**config.mk**
```make
export PLATFORM = sky130hd
export DESIGN_NAME = serializer_out_flat
export DESIGN_NICKNAME = d
export VERILOG_FILES = /design/src/rtl/serializer_out_if.sv /design/src/rtl/serializer_out.sv /design/src/flat_wrapper.sv
export SDC_FILE = /design/constraint.sdc
export NUM_CORES = 1
export LEC_CHECK = 0
export BUFFER_PORTS_ARGS = -buffer_cell sky130_fd_sc_hd__buf_2
export CAP_MARGIN = 20
export CORE_MARGIN = 4
export CORE_UTILIZATION = 50
export CTS_BUF_LIST = sky130_fd_sc_hd__clkbuf_4 sky130_fd_sc_hd__clkbuf_8 sky130_fd_sc_hd__clkbuf_16
export CTS_CLUSTER_DIAMETER = 30
export DETAILED_ROUTE_END_ITERATION = 10
export PLACE_DENSITY_LB_ADDON = 0.05
export SETUP_SLACK_MARGIN = 0.15
export SYNTH_ARGS = -nofsm -noshare
export SYNTH_HDL_FRONTEND = slang
export SYNTH_SLANG_ARGS = --single-unit
```
**constraint.sdc**
```tcl
create_clock -name clk_i -period 2.7 [get_ports clk_i]
set_input_delay 0.54 -clock clk_i [delete_from_list [all_inputs] [get_ports clk_i]]
set_output_delay 0.54 -clock clk_i [all_outputs]
set_load 0.03 [all_outputs]
```
**src/rtl/serializer_out_if.sv**
```systemverilog
// +----------------------------------------------------------------------------+
// | serializer_out_if : start/data request and serial line bundle, Rev 1.0     |
// +----------------------------------------------------------------------------+
`default_nettype none

interface serializer_out_if #(
  parameter int DataWidth = 8
);
  logic                 start_i;
  logic [DataWidth-1:0] data_i;
  logic                 data_o;
  logic                 ena_o;
  logic                 bit_strb_o;
  logic                 busy_o;
  logic                 done_o;

  modport master (
    output start_i,
    output data_i,
    input  data_o,
    input  ena_o,
    input  bit_strb_o,
    input  busy_o,
    input  done_o
  );

  modport slave (
    input  start_i,
    input  data_i,
    output data_o,
    output ena_o,
    output bit_strb_o,
    output busy_o,
    output done_o
  );
endinterface

`default_nettype wire

```
**src/rtl/serializer_out.sv**
```systemverilog
// +----------------------------------------------------------------------------+
// | serializer_out : parallel-to-serial transmitter with bit hold, Rev 1.0     |
// +----------------------------------------------------------------------------+
`default_nettype none

module serializer_out #(
  parameter int DataWidth = 8,
  parameter int ClkDiv    = 4,
  parameter bit MsbFirst  = 1'b1
) (
  input  logic            clk_i,
  input  logic            rst_ni,
  serializer_out_if.slave bus
);

  localparam int DIV_W = (ClkDiv > 1) ? $clog2(ClkDiv) : 1;
  localparam int BIT_W = (DataWidth > 1) ? $clog2(DataWidth) : 1;
  localparam logic [DIV_W-1:0] DIV_LAST = DIV_W'(ClkDiv - 1);
  localparam logic [BIT_W-1:0] BIT_LAST = BIT_W'(DataWidth - 1);

  typedef enum logic [1:0] {
    IDLE  = 2'd0,
    SHIFT = 2'd1,
    DONE  = 2'd2
  } state_t;

  state_t               state;
  logic [DataWidth-1:0] shreg;
  logic [DIV_W-1:0]     div_cnt;
  logic [BIT_W-1:0]     bit_cnt;
  logic                 data_q;
  logic                 ena_q;
  logic                 strb_q;
  logic                 busy_q;
  logic                 done_q;

  // The shift register always holds the bits still to be sent, already
  // aligned so the next one sits at the outgoing end.
  logic                 load_bit;
  logic [DataWidth-1:0] load_rem;
  logic                 head_bit;
  logic [DataWidth-1:0] shreg_nxt;

  generate
    if (MsbFirst) begin : g_msb_first
      assign load_bit  = bus.data_i[DataWidth-1];
      assign load_rem  = {bus.data_i[DataWidth-2:0], 1'b0};
      assign head_bit  = shreg[DataWidth-1];
      assign shreg_nxt = {shreg[DataWidth-2:0], 1'b0};
    end else begin : g_lsb_first
      assign load_bit  = bus.data_i[0];
      assign load_rem  = {1'b0, bus.data_i[DataWidth-1:1]};
      assign head_bit  = shreg[0];
      assign shreg_nxt = {1'b0, shreg[DataWidth-1:1]};
    end
  endgenerate

  always_ff @(posedge clk_i or negedge rst_ni) begin
    if (!rst_ni) begin
      state   <= IDLE;
      shreg   <= '0;
      div_cnt <= '0;
      bit_cnt <= '0;
      data_q  <= 1'b0;
      ena_q   <= 1'b0;
      strb_q  <= 1'b0;
      busy_q  <= 1'b0;
      done_q  <= 1'b0;
    end else begin
      case (state)
        IDLE: begin
          done_q <= 1'b0;
          strb_q <= 1'b0;
          if (bus.start_i) begin
            shreg   <= load_rem;
            div_cnt <= '0;
            bit_cnt <= '0;
            data_q  <= load_bit;
            ena_q   <= 1'b1;
            strb_q  <= 1'b1;
            busy_q  <= 1'b1;
            state   <= SHIFT;
          end
        end

        SHIFT: begin
          if (div_cnt == DIV_LAST) begin
            div_cnt <= '0;
            if (bit_cnt == BIT_LAST) begin
              data_q <= 1'b0;
              ena_q  <= 1'b0;
              strb_q <= 1'b0;
              busy_q <= 1'b0;
              done_q <= 1'b1;
              state  <= DONE;
            end else begin
              shreg   <= shreg_nxt;
              bit_cnt <= bit_cnt + BIT_W'(1);
              data_q  <= head_bit;
              strb_q  <= 1'b1;
            end
          end else begin
            div_cnt <= div_cnt + DIV_W'(1);
            strb_q  <= 1'b0;
          end
        end

        DONE: begin
          done_q <= 1'b0;
          state  <= IDLE;
        end

        default: begin
          state <= IDLE;
        end
      endcase
    end
  end

  assign bus.data_o     = data_q;
  assign bus.ena_o      = ena_q;
  assign bus.bit_strb_o = strb_q;
  assign bus.busy_o     = busy_q;
  assign bus.done_o     = done_q;

endmodule

`default_nettype wire

```
**src/flat_wrapper.sv**
```systemverilog
// flat-port wrapper written by rule: the top's interface ports become plain ports
module serializer_out_flat 
#(
  parameter int DataWidth = 8,
  parameter int ClkDiv    = 4,
  parameter bit MsbFirst  = 1'b1
)
  (clk_i, rst_ni, bus_start_i, bus_data_i, bus_data_o, bus_ena_o, bus_bit_strb_o, bus_busy_o, bus_done_o);
  serializer_out_if #(.DataWidth(DataWidth)) bus_i ();
  input  logic clk_i;
  input  logic rst_ni;
  input wire logic [$bits(bus_i.start_i)-1:0] bus_start_i;
  input wire logic [$bits(bus_i.data_i)-1:0] bus_data_i;
  output wire logic [$bits(bus_i.data_o)-1:0] bus_data_o;
  output wire logic [$bits(bus_i.ena_o)-1:0] bus_ena_o;
  output wire logic [$bits(bus_i.bit_strb_o)-1:0] bus_bit_strb_o;
  output wire logic [$bits(bus_i.busy_o)-1:0] bus_busy_o;
  output wire logic [$bits(bus_i.done_o)-1:0] bus_done_o;
  assign bus_i.start_i = bus_start_i;
  assign bus_i.data_i = bus_data_i;
  assign bus_data_o = bus_i.data_o;
  assign bus_ena_o = bus_i.ena_o;
  assign bus_bit_strb_o = bus_i.bit_strb_o;
  assign bus_busy_o = bus_i.busy_o;
  assign bus_done_o = bus_i.done_o;
  serializer_out #(.DataWidth(DataWidth), .ClkDiv(ClkDiv), .MsbFirst(MsbFirst)) u_core (.clk_i(clk_i), .rst_ni(rst_ni), .bus(bus_i));
endmodule
```
Word level (Yosys, flattened, before mapping) --
Cells that the tools add are included.
Operators by class: add/sub/neg operators 2, equal/unequal tests 8, multiplexer cells 30, reductions and logical operators 10
Operators by type and width (number):
- two-way mux 8 bit | 3
- case mux 8 bit (2 select lines) | 1
- two-way mux 1 bit | 11
- two-way mux 2 bit | 5
- two-way mux 3 bit | 3
- AND reduction 3 bit | 3
- case mux 1 bit (2 select lines) | 4
- case mux 2 bit (2 select lines) | 2
- AND reduction 4 bit | 2
- case mux 3 bit (2 select lines) | 1
- == test 2 bit (second input constant) | 2
- inequality test 2 x 1 -> 1 bit (second input constant) | 2
- inequality test 2 bit (second input constant) | 2
- nonzero test 2 bit | 2
- adder 3 x 1 -> 3 bit (second input constant) | 1
- == test 3 bit (second input constant) | 1
- adder 2 x 1 -> 2 bit (second input constant) | 1
- == test 2 x 1 -> 1 bit (second input constant) | 1
- zero test 2 bit | 1
- AND reduction 2 bit | 1
- OR reduction 2 bit | 1
Storage, ports and cells: register bits after elaboration 19, input port bits 11, output and inout port bits 5

Logic depth before layout (Yosys ltp) --
Gate-level depths: netlist of the first run.
depth in word-level cells 4, depth in mapped cells 5, depth with buffers taken out 5

Worst setup path before layout of the first run --
No wires, ideal clock.
kind register to register, start point register u_core.bit_cnt[0], end point register u_core.shreg[1], library setup time 0.127 ns, arrival 1.595 ns, slack 0.977 ns, cell stages (with the launch flop) 6, cells stage by stage dfrtp_1 ha_1 ha_1 nand4bb_1 o21ai_4 mux2_1
On the way: longest elaborated chain between the ends 3
RTL lines:
- start: declaration | RTL line serializer_out.sv:30 | logic [BIT_W-1:0] bit_cnt;
- start signal: assignment | RTL line serializer_out.sv:98 | bit_cnt <= bit_cnt + BIT_W'(1);
- == test 3 bit | RTL line serializer_out.sv:89 | if (bit_cnt == BIT_LAST) begin
- inequality test 2 bit (no line)
- AND reduction 4 bit (no line)
- end signal: assignment | RTL line serializer_out.sv:75 | shreg <= load_rem;
- end signal: assignment | RTL line serializer_out.sv:97 | shreg <= shreg_nxt;
- end: declaration | RTL line serializer_out.sv:28 | logic [DataWidth-1:0] shreg;
No other way between the ends. A chain may end at the register's enable or synchronous reset.

Worst setup path in the final report of the first run --
start point register u_core.state[0], end point register u_core.shreg[5]
On the way: longest elaborated chain between the ends 3, elaborated cells on any way between the ends 8
RTL lines:
- start: declaration | RTL line serializer_out.sv:27 | state_t state;
- start signal: assignment | RTL line serializer_out.sv:60 | state <= IDLE;
- start signal: assignment | RTL line serializer_out.sv:82 | state <= SHIFT;
- start signal: assignment | RTL line serializer_out.sv:95 | state <= DONE;
- == test 2 x 1 -> 1 bit / zero test 2 bit (equally long branches) | RTL line serializer_out.sv:70 | case (state)
- inequality test 2 x 1 -> 1 bit (no line), or another cell as far along
- AND reduction 4 bit (no line)
Parallel ways exist; a longest one is shown, timed or not.

==> metrics.csv, run 1 <==
metric;value;unit
hold_buffers;0;
layout-drive-gt1-share;40.00;%
tightestPinTransition;0.6219;ns
worstSetupPathType;register to register;
syn_inst;69;
fin_crit_sh;70.49;%
finalCriticalPeriod;1.903;ns
die_w;51.06;microns
num_rows;15;
drt-total-wl;1557;microns
layout_commonest_cell;dfrtp_1;
max_stage_delay;0.60;ns
outcome;completed;
fin_nets;100;
area_delta_synth_final;12.15;%
ys_seq_area_share;48.58;%
yosysWarnings;0;
syn-cell-area;927.1;sq um
required;2.88;ns
p_clk_share;13.2;%
cp-end-kind;register;
setup_viol;0;
hold_viol_final;0;
pre_cts_slack;0.8153;ns
hold_path.class;input pin to asynchronous set/reset pin;
postLayoutSetupSlackWorst;0.7967;ns
antenna_found_initial;0;
io_buffers;15;
overflow;0;
initial_core_util;53.12;%
drt-met1-wl;721;microns
drt_first_iter_violations;7;
max_freq;0.5254;GHz
layout_common_cells;18 x dfrtp_1, 15 x buf_2, 10 x mux2_4, 4 x inv_1, 4 x nand2_1;
clk_pin_slew;0.10;ns
slew_viol_final;0;
ys_types;25;
worstSkewPairLatency;0.29;ns
via_per_inst;5.082;
cts_made_buffers;3;
synth_nets;83;
avgSynthCellArea;13.44;sq um
rsz0062_at_grt;false;
die_area;0.002607;sq mm
ctsResizeCount;0;
coreArea;0.001745;sq mm
arrival;2.09;ns
cp_slowest_cell;nor2b_2;
hpwlAfterDp;1135;microns
cts_setup_buffers;0;
io_pins;16;
first_global_vias;578;
cts_tree;done;
place.gp.congestion;0.7327;
grt_start_max_net_pins;19;
route.detailed.drc;0;
crit_fanout;11;
p_sw;459.8;uW
vdd_drop_max;0.6430;mV
cts_root_buf;clkbuf_4;
firstDrtPassIters;4;
tns;0;ns
die_h;51.06;microns
sw_frac_of_total;36.55;%
htree_levels;1;
route.met3.wl;68;microns
grt.total_usage;13.80;%
n_antenna_cell;0;
top_layer;met4;
ys_seq_elements;18;
cp-start-kind;register;
cp_cell_sequence;nor2b_2, mux2_2, mux2_1;
avgRoutedWirePerCell;14.15;microns
pwr-share-seq;36.6;%
numClockSinks;18;
comb_power_share;50.2;%
powerDensity;1210;mW/mm^2
grt_pass1_wl;2670;microns
fillers;159;
internal_power;798.3;uW
clock_path_buffers;2;
p_leak;0.0005401;uW
num_vias;559;
finalClockSkew;0.002066;ns
final_antenna_net_count;0;
slew_headroom;58.35;%
max-cap-violations;0;
met2_length;758;microns
-- registers in the layout (all words and copies together) (netlist names) --
signal                 cells
u_core.shreg               7
u_core.bit_cnt             3
u_core.div_cnt             2
u_core.state               2
u_core.bus.bit_strb_o      1
u_core.bus.data_o          1
u_core.bus.done_o          1
u_core.bus.ena_o           1
-- Yosys cell counts (all sizes together) --
cell,count,area share [%]
dfrtp,18,49
mux2,14,21
inv,4,1.6
nand2,4,1.6
a21oi,3,1.6
buf,3,3.2
ha,3,4.0
mux2i,3,3.2
o21ai,3,2.8
a22o,2,1.9
nand3b,2,1.6
nor2b,2,1.6
a21o,1,0.81
a31oi,1,0.68
nand2b,1,1.5
nand4bb,1,1.2
nor2,1,0.40
nor3b,1,0.81
o211ai,1,0.81
o21a,1,0.81
-- power by group through the flow --
| stage | combinational, uW | clock, uW | sequential (uW) |
|---|---|---|---|
| 2_1_floorplan | 514 | 0 | 488 |
| 3_3_place_gp | 624 | 0 | 465 |
| 3_5_place_dp | 632 | 0 | 468 |
| 4_1_cts | 639 | 168 | 462 |
| 5_1_grt | 694 | 178 | 475 |
| 6_report | 632 | 166 | 460 |
-- per-layer routing --
metal	global-route usage [%]	up-vias
li1	-	275
met1	17.71	268
met4	4.036	0
met2	22.75	14
met5	0	-
met3	3.499	2
-- cell type report --
cell class              count  area (sq um)  share of cell area [%]
flip-flops and latches     18         450.4                   43.32
multi-input cells          44         431.7                   41.52
repair buffers             15         75.07                   7.220
clock buffers               4         36.28                   3.490
well taps                  25         31.28                   3.008
inverters                   4         15.01                   1.444
-- final timing paths --
path                       slack (ns)           endpoint         startpoint  cells past startpoint
setup / recovery                 0.80    u_core.shreg[5]    u_core.state[0]                      3
hold / removal                   0.16  u_core.bus.data_o             rst_ni                      1
setup reg to reg                 0.80    u_core.shreg[5]    u_core.state[0]                      3
hold reg to reg                  0.49  u_core.bit_cnt[0]  u_core.bit_cnt[0]                      1
max in group asynchronous        2.26  u_core.div_cnt[1]             rst_ni                      1
min in group clk_i               0.49  u_core.bit_cnt[0]  u_core.bit_cnt[0]                      1
-- worst max-delay path: cells and delay by family, from the launching register on --
family / cells / cell delay [ns]
flip-flops: 1 / 0.51
AND/OR/NAND/NOR: 1 / 0.60
multiplexers: 2 / 0.68
-- cells by family (layout without fill, tap and decap cells) --
| family | Yosys count | count (layout) | share of synthesized area, % |
|---|---|---|---|
| simple gates | 12 | 12 | 8.771 |
| mux | 17 | 17 | 24.29 |
| flops | 18 | 18 | 48.58 |
| buf+inv | 7 | 23 | 4.858 |
| fa+ha+maj | 3 | 3 | 4.049 |
| compound gates | 12 | 12 | 9.448 |
-- per-stage QoR --
step           instances  total power [uW]  instance area, sq um  hold WS, ns  util, %
5_1_grt              110              1346                  1040       0.1802    59.57
2_1_floorplan         69              1003                 927.1       0.2444        -
6_report             110              1258                  1040       0.1594    59.57
4_1_cts              110              1269                  1040       0.1710    59.57
3_5_place_dp         106              1100                  1003       0.4717    57.49
3_3_place_gp         106              1089                  1003       0.4668    57.49
(Power assumes the default switching activity.)
==> run 2: changes to the inputs <==
--- a/config.mk
+++ b/config.mk
@@ -8,7 +8,7 @@
 export BUFFER_PORTS_ARGS = -buffer_cell sky130_fd_sc_hd__buf_2
 export CAP_MARGIN = 20
 export CORE_MARGIN = 4
-export CORE_UTILIZATION = 50
+export CORE_UTILIZATION = 48
 export CTS_BUF_LIST = sky130_fd_sc_hd__clkbuf_4 sky130_fd_sc_hd__clkbuf_8 sky130_fd_sc_hd__clkbuf_16
 export CTS_CLUSTER_DIAMETER = 30
 export DETAILED_ROUTE_END_ITERATION = 10
==> constraint.sdc (replaced) <==
create_clock -name clk_i -period 1.7 [get_ports clk_i]
set_input_delay 0.34 -clock clk_i [delete_from_list [all_inputs] [get_ports clk_i]]
set_output_delay 0.34 -clock clk_i [all_outputs]
set_load 0.03 [all_outputs]
==> metrics.csv, run 2 (same netlist as run 1, synthesis figures left out) <==
metric;value;unit;change
outcome;completed;;unchanged
placed_cells;111;;was 106
fillers;140;;was 159
die_area;0.002699;sq mm;was 0.002607 sq mm
required;1.88;ns;was 2.88 ns
antenna_found_initial;0;;unchanged
tns;0;ns;unchanged
place.gp.congestion;0.7347;;was 0.7327
overflow;0;;unchanged
layout_commonest_cell;dfrtp_1;;unchanged
io_pins;16;;unchanged
slew_viol_final;0;;unchanged
fin_crit_sh;92.78;%;was 70.49%
cts_root_buf;clkbuf_4;;unchanged
coreArea;0.001783;sq mm;was 0.001745 sq mm
cp-end-kind;register;;unchanged
rsz0062_at_grt;true;;was false
powerDensity;1890;mW/mm^2;was 1210 mW/mm^2
max-cap-violations;0;;unchanged
max_freq;0.6340;GHz;was 0.5254 GHz
worstSkewPairLatency;0.28;ns;was 0.29 ns
cts_made_buffers;3;;unchanged
slew_headroom;72.94;%;was 58.35%
hold_viol_final;0;;unchanged
r2r_slack;0.12;ns;was 0.80 ns
postLayoutSetupSlackWorst;0.1227;ns;was 0.7967 ns
drt_first_iter_violations;6;;was 7
finalCriticalPeriod;1.577;ns;was 1.903 ns
route.detailed.drc;0;;unchanged
first_global_vias;639;;was 578
layoutNonFillerInstCount;124;;was 110
initial_core_util;52.00;%;was 53.12%
final_antenna_net_count;0;;unchanged
layout_common_cells;18 x dfrtp_1, 15 x buf_2, 12 x mux2_4, 12 x buf_4;;was 18 x dfrtp_1, 15 x buf_2, 10 x mux2_4, 4 x inv_1, 4 x nand2_1
grt_pass1_wl;2953;microns;was 2670 microns
finalClockSkew;0.001202;ns;was 0.002066 ns
n_antenna_cell;0;;unchanged
num_rows;15;;unchanged
firstDrtPassIters;3;;was 4
via_per_inst;5.040;;was 5.082
clk_pin_slew;0.09;ns;was 0.10 ns
drt-total-wl;1660;microns;was 1557 microns
vdd_drop_max;1.057;mV;was 0.6430 mV
htree_levels;1;;unchanged
crit_fanout;5;;was 11
numClockSinks;18;;unchanged
worstSetupPathType;register to register;;unchanged
arrival;1.75;ns;was 2.09 ns
hpwlAfterDp;1202;microns;was 1135 microns
largestRegisters;u_core.shreg: 7 flops, u_core.bit_cnt: 3 flops;;unchanged
layout-drive-gt1-share;53.54;%;was 40.00%
die_h;51.95;microns;was 51.06 microns
area_delta_synth_final;29.42;%;was 12.15%
p_leak;0.0006138;uW;was 0.0005401 uW
cts_tree;done;;unchanged
avgRoutedWirePerCell;13.39;microns;was 14.15 microns
io_buffers;15;;unchanged
setup_viol;0;;unchanged
die_w;51.95;microns;was 51.06 microns
largest_reg_flops;7;;unchanged
cp-start-kind;register;;unchanged
grt_start_max_net_pins;19;;unchanged
pre_cts_slack;0.06837;ns;was 0.8153 ns
top_register;u_core.shreg;;unchanged
fin_nets;115;;was 100
hold_path.class;input pin to register;;was input pin to asynchronous set/reset pin
tightestPinTransition;0.4017;ns;was 0.6219 ns
grt.total_usage;15.10;%;was 13.80%
clock_path_buffers;2;;unchanged
num_vias;625;;was 559
==> run 2: changes by cell type in the layout (fill, tap and decap cells not counted), moves of 2 or more <==
cell    before  now
ha_1         3    0
buf_4        0   12
ha_2         0    2
mux2_1       2    0
mux2_4      10   12
==> run 2: path summary, 6_finish.rpt <==
path                              startpoint                    end  depth (start not counted)
min reg2reg                u_core.bus.done_o      u_core.bus.done_o                          1
max reg2reg                u_core.bit_cnt[1]        u_core.shreg[3]                          5
min in group asynchronous             rst_ni  u_core.bus.bit_strb_o                          2
min                            bus_data_i[1]        u_core.shreg[2]                          3
max in group asynchronous             rst_ni        u_core.shreg[5]                          2
max                        u_core.bit_cnt[1]        u_core.shreg[3]                          5
==> run 2: power breakdown <==
| group | internal (uW) | switching [uW] | total (uW) | leakage (uW) |
|---|---|---|---|---|
| sequential | 609 | 118 | 727 | 0.000227 |
| clock | 82.3 | 121 | 204 | 0.0000138 |
| combinational | 780 | 558 | 1340 | 0.000373 |
==> run 2: area by class of cell <==
class | instances | area, sq um | area share, %
multi-input cells | 45 | 494.2 | 41.19
flip-flops and latches | 18 | 450.4 | 37.54
repair buffers | 29 | 186.4 | 15.54
well taps | 25 | 31.28 | 2.607
clock buffers | 3 | 22.52 | 1.877
inverters | 4 | 15.01 | 1.251
==> run 2: routing by layer <==
| layer | track usage, % | wire (microns) |
|---|---|---|
| met4 | 7.860 | 42 |
| met5 | 0 | 0 |
| met1 | 19.96 | 757 |
| met2 | 23.22 | 789 |
| met3 | 2.865 | 70 |
==> run 2: through the flow <==
stage	util (%)	hold WS, ns	power, uW	instance area, sq um
CTS	65.68	0.3951	2238	1171
finish	67.30	0.4004	2268	1200
floorplan	-	0.04441	1680	965.9
detailed placement	60.56	0.3010	1900	1080
global route	67.30	0.3857	2461	1200
global placement	60.56	0.2896	1867	1080
==> run 2: worst max-delay path: stages (launching register included) <==
cell	delay (ns)
dfrtp_1	0.39
ha_2	0.20
ha_4	0.15
nand4bb_4	0.23
o21ai_4	0.16
mux2_4	0.33
==> run 2: timing repair <==
item / CTS / global route
gates resized for setup: 2 / 2
cloned: 1 / 0
hold buffers: 1 / 0
endpoints found under the hold margin: 18 / 0
setup buffers: 5 / 3
setup endpoints to repair: 7 / 10
==> run 3: changes to the inputs <==
--- a/config.mk
+++ b/config.mk
@@ -7,9 +7,9 @@
 export LEC_CHECK = 0
 export BUFFER_PORTS_ARGS = -buffer_cell sky130_fd_sc_hd__buf_2
 export CAP_MARGIN = 20
-export CORE_MARGIN = 4
-export CORE_UTILIZATION = 48
-export CTS_BUF_LIST = sky130_fd_sc_hd__clkbuf_4 sky130_fd_sc_hd__clkbuf_8 sky130_fd_sc_hd__clkbuf_16
+export CORE_MARGIN = 2
+export CORE_UTILIZATION = 50
+export CTS_BUF_LIST = sky130_fd_sc_hd__clkbuf_8
 export CTS_CLUSTER_DIAMETER = 30
 export DETAILED_ROUTE_END_ITERATION = 10
 export PLACE_DENSITY_LB_ADDON = 0.05
==> constraint.sdc (replaced) <==
create_clock -name clk_i -period 1.7 [get_ports clk_i]
set_input_delay 0.085 -clock clk_i [delete_from_list [all_inputs] [get_ports clk_i]]
set_output_delay 0.085 -clock clk_i [all_outputs]
set_load 0.03 [all_outputs]
==> metrics.csv, run 3 (same netlist as run 1, synthesis figures left out) <==
metric;value;unit;change
cts_tree;done;;unchanged
first_global_vias;577;;was 639
max-cap-violations;0;;unchanged
cts_root_buf;clkbuf_8;;was clkbuf_4
area_delta_synth_final;26.72;%;was 29.42%
io_pins;16;;unchanged
via_per_inst;5.244;;was 5.040
sw_frac_of_total;35.13;%;was 35.15%
max_stage_delay;0.41;ns;was 0.39 ns
finalCriticalPeriod;1.610;ns;was 1.577 ns
io_buffers;15;;unchanged
setup_viol;0;;unchanged
top_register;u_core.shreg;;unchanged
largest_reg_flops;7;;unchanged
overflow;0;;unchanged
p_sw;792.1;uW;was 797.4 uW
num_rows;15;;unchanged
clock_path_buffers;2;;unchanged
comb_power_share;55.0;%;was 59.0%
hold_path.class;input pin to register;;unchanged
place.gp.congestion;0.7332;;was 0.7347
vdd_drop_max;0.9975;mV;was 1.057 mV
cp-start-kind;register;;unchanged
arrival;1.75;ns;about the same
largestRegisters;u_core.shreg: 7 flops, u_core.bit_cnt: 3 flops;;unchanged
drt_first_iter_violations;7;;was 6
stdcell_area;0.001175;sq mm;was 0.001200 sq mm
firstDrtPassIters;4;;was 3
num_vias;624;;was 625
grt_pass1_wl;2511;microns;was 2953 microns
die_w;47.06;microns;was 51.95 microns
grt.total_usage;16.45;%;was 15.10%
slew_viol_final;0;;unchanged
outcome;completed;;unchanged
placed_cell_area;0.001072;sq mm;was 0.001080 sq mm
avgRoutedWirePerCell;13.28;microns;was 13.39 microns
crit_fanout;5;;unchanged
n_antenna_cell;0;;unchanged
layout-drive-gt1-share;50.00;%;was 53.54%
die_h;47.06;microns;was 51.95 microns
fillers;137;;was 140
rsz0062_at_grt;true;;unchanged
drt-total-wl;1580;microns;was 1660 microns
required;1.84;ns;was 1.88 ns
pwr-share-seq;32.2;%;was 32.0%
route.detailed.drc;0;;unchanged
numClockSinks;18;;unchanged
cp_cell_sequence;ha_2, ha_4, nand4bb_4, o21ai_4, mux2_4;;unchanged
coreArea;0.001727;sq mm;was 0.001783 sq mm
p_leak;0.0005983;uW;was 0.0006138 uW
final_antenna_net_count;0;;unchanged
layout_commonest_cell;dfrtp_1;;unchanged
initial_core_util;53.70;%;was 52.00%
cp_slowest_cell;dfrtp_1;;unchanged
p_clk_share;12.9;%;was 9.0%
clk_pin_slew;0.06;ns;was 0.09 ns
antenna_found_initial;0;;unchanged
fin_crit_sh;94.72;%;was 92.78%
tightestPinTransition;0.3897;ns;was 0.4017 ns
fin_nets;110;;was 115
p_total;2255;uW;was 2268 uW
cp-end-kind;register;;unchanged
tns;0;ns;unchanged
finalClockSkew;0.002123;ns;was 0.001202 ns
slew_headroom;74.02;%;was 72.94%
layout_common_cells;18 x dfrtp_1, 15 x buf_2, 12 x mux2_4, 8 x buf_4;;was 18 x dfrtp_1, 15 x buf_2, 12 x mux2_4, 12 x buf_4
hold_viol_final;0;;unchanged
max_freq;0.6210;GHz;was 0.6340 GHz
powerDensity;1919;mW/mm^2;was 1890 mW/mm^2
worstSetupPathType;register to register;;unchanged
hpwlAfterDp;1076;microns;was 1202 microns
htree_levels;1;;unchanged
internal_power;1463;uW;was 1471 uW
cts_made_buffers;3;;unchanged
worstSkewPairLatency;0.25;ns;was 0.28 ns
die_area;0.002215;sq mm;was 0.002699 sq mm
grt_start_max_net_pins;19;;unchanged
[run 3: power groups by stage]
stage               Clock, uW  Combinational, uW  Sequential, uW
CTS                       299               1200             725
detailed placement          0               1140             729
global placement            0               1120             727
finish                    290               1240             725
floorplan                   0                895             784
global route              320               1360             744
[run 3: area by class of cell]
cell class	instances	area [sq um]	area share, %
Multi-Input combinational cell	45	491.7	41.85
Sequential cell	18	450.4	38.34
Timing Repair Buffer	24	145.1	12.35
Clock buffer	3	41.29	3.514
Tap cell	25	31.28	2.662
Inverter	4	15.01	1.278
[run 3: path summary, 6_finish.rpt]
check                      cells after the start                    end                   from  slack (ns)
setup / recovery                               5        u_core.shreg[3]      u_core.bit_cnt[0]        0.09
hold / removal                                 3       u_core.bus.ena_o            bus_start_i        0.18
setup reg to reg                               5        u_core.shreg[3]      u_core.bit_cnt[0]        0.09
hold reg to reg                                1  u_core.bus.bit_strb_o  u_core.bus.bit_strb_o        0.47
max in group asynchronous                      2      u_core.bit_cnt[2]                 rst_ni        1.13
min in group asynchronous                      2        u_core.shreg[4]                 rst_ni        0.29
[run 3: metrics by stage]
stage / util [%] / hold WS (ns) / setup WS, ns / instances
after floorplan: - / -0.2106 / 0.1582 / 69
after global placement: 62.10 / 0.03387 / 0.08637 / 110
after detailed placement: 62.10 / 0.03467 / 0.06209 / 110
after CTS: 66.74 / 0.1697 / 0.1250 / 117
after global routing: 68.04 / 0.1885 / 0.05302 / 119
final: 68.04 / 0.1782 / 0.08982 / 119
[run 3: critical path: cells and delay by family, from the launching register on]
family,cells,cell delay (ns)
flops,1,0.41
fa+ha+maj,2,0.34
mux,1,0.33
simple gates,1,0.24
compound gates,1,0.17
[run 3: timing repair]
| item | in CTS | in global routing |
|---|---|---|
| hold buffers | 1 | 0 |
| buffers inserted | 2 | 2 |
| gates cloned | 1 | 0 |
| setup endpoints to repair | 7 | 9 |
| resized for setup | 1 | 1 |
| endpoints found under the hold margin | 18 | 0 |
[run 3: per-layer routing]
metal	track usage (%)	wire, microns	vias up
met5	0	0	-
met4	6.667	36	0
met3	3.462	48	4
met2	24.66	765	16
met1	23.24	731	309
li1	-	-	295
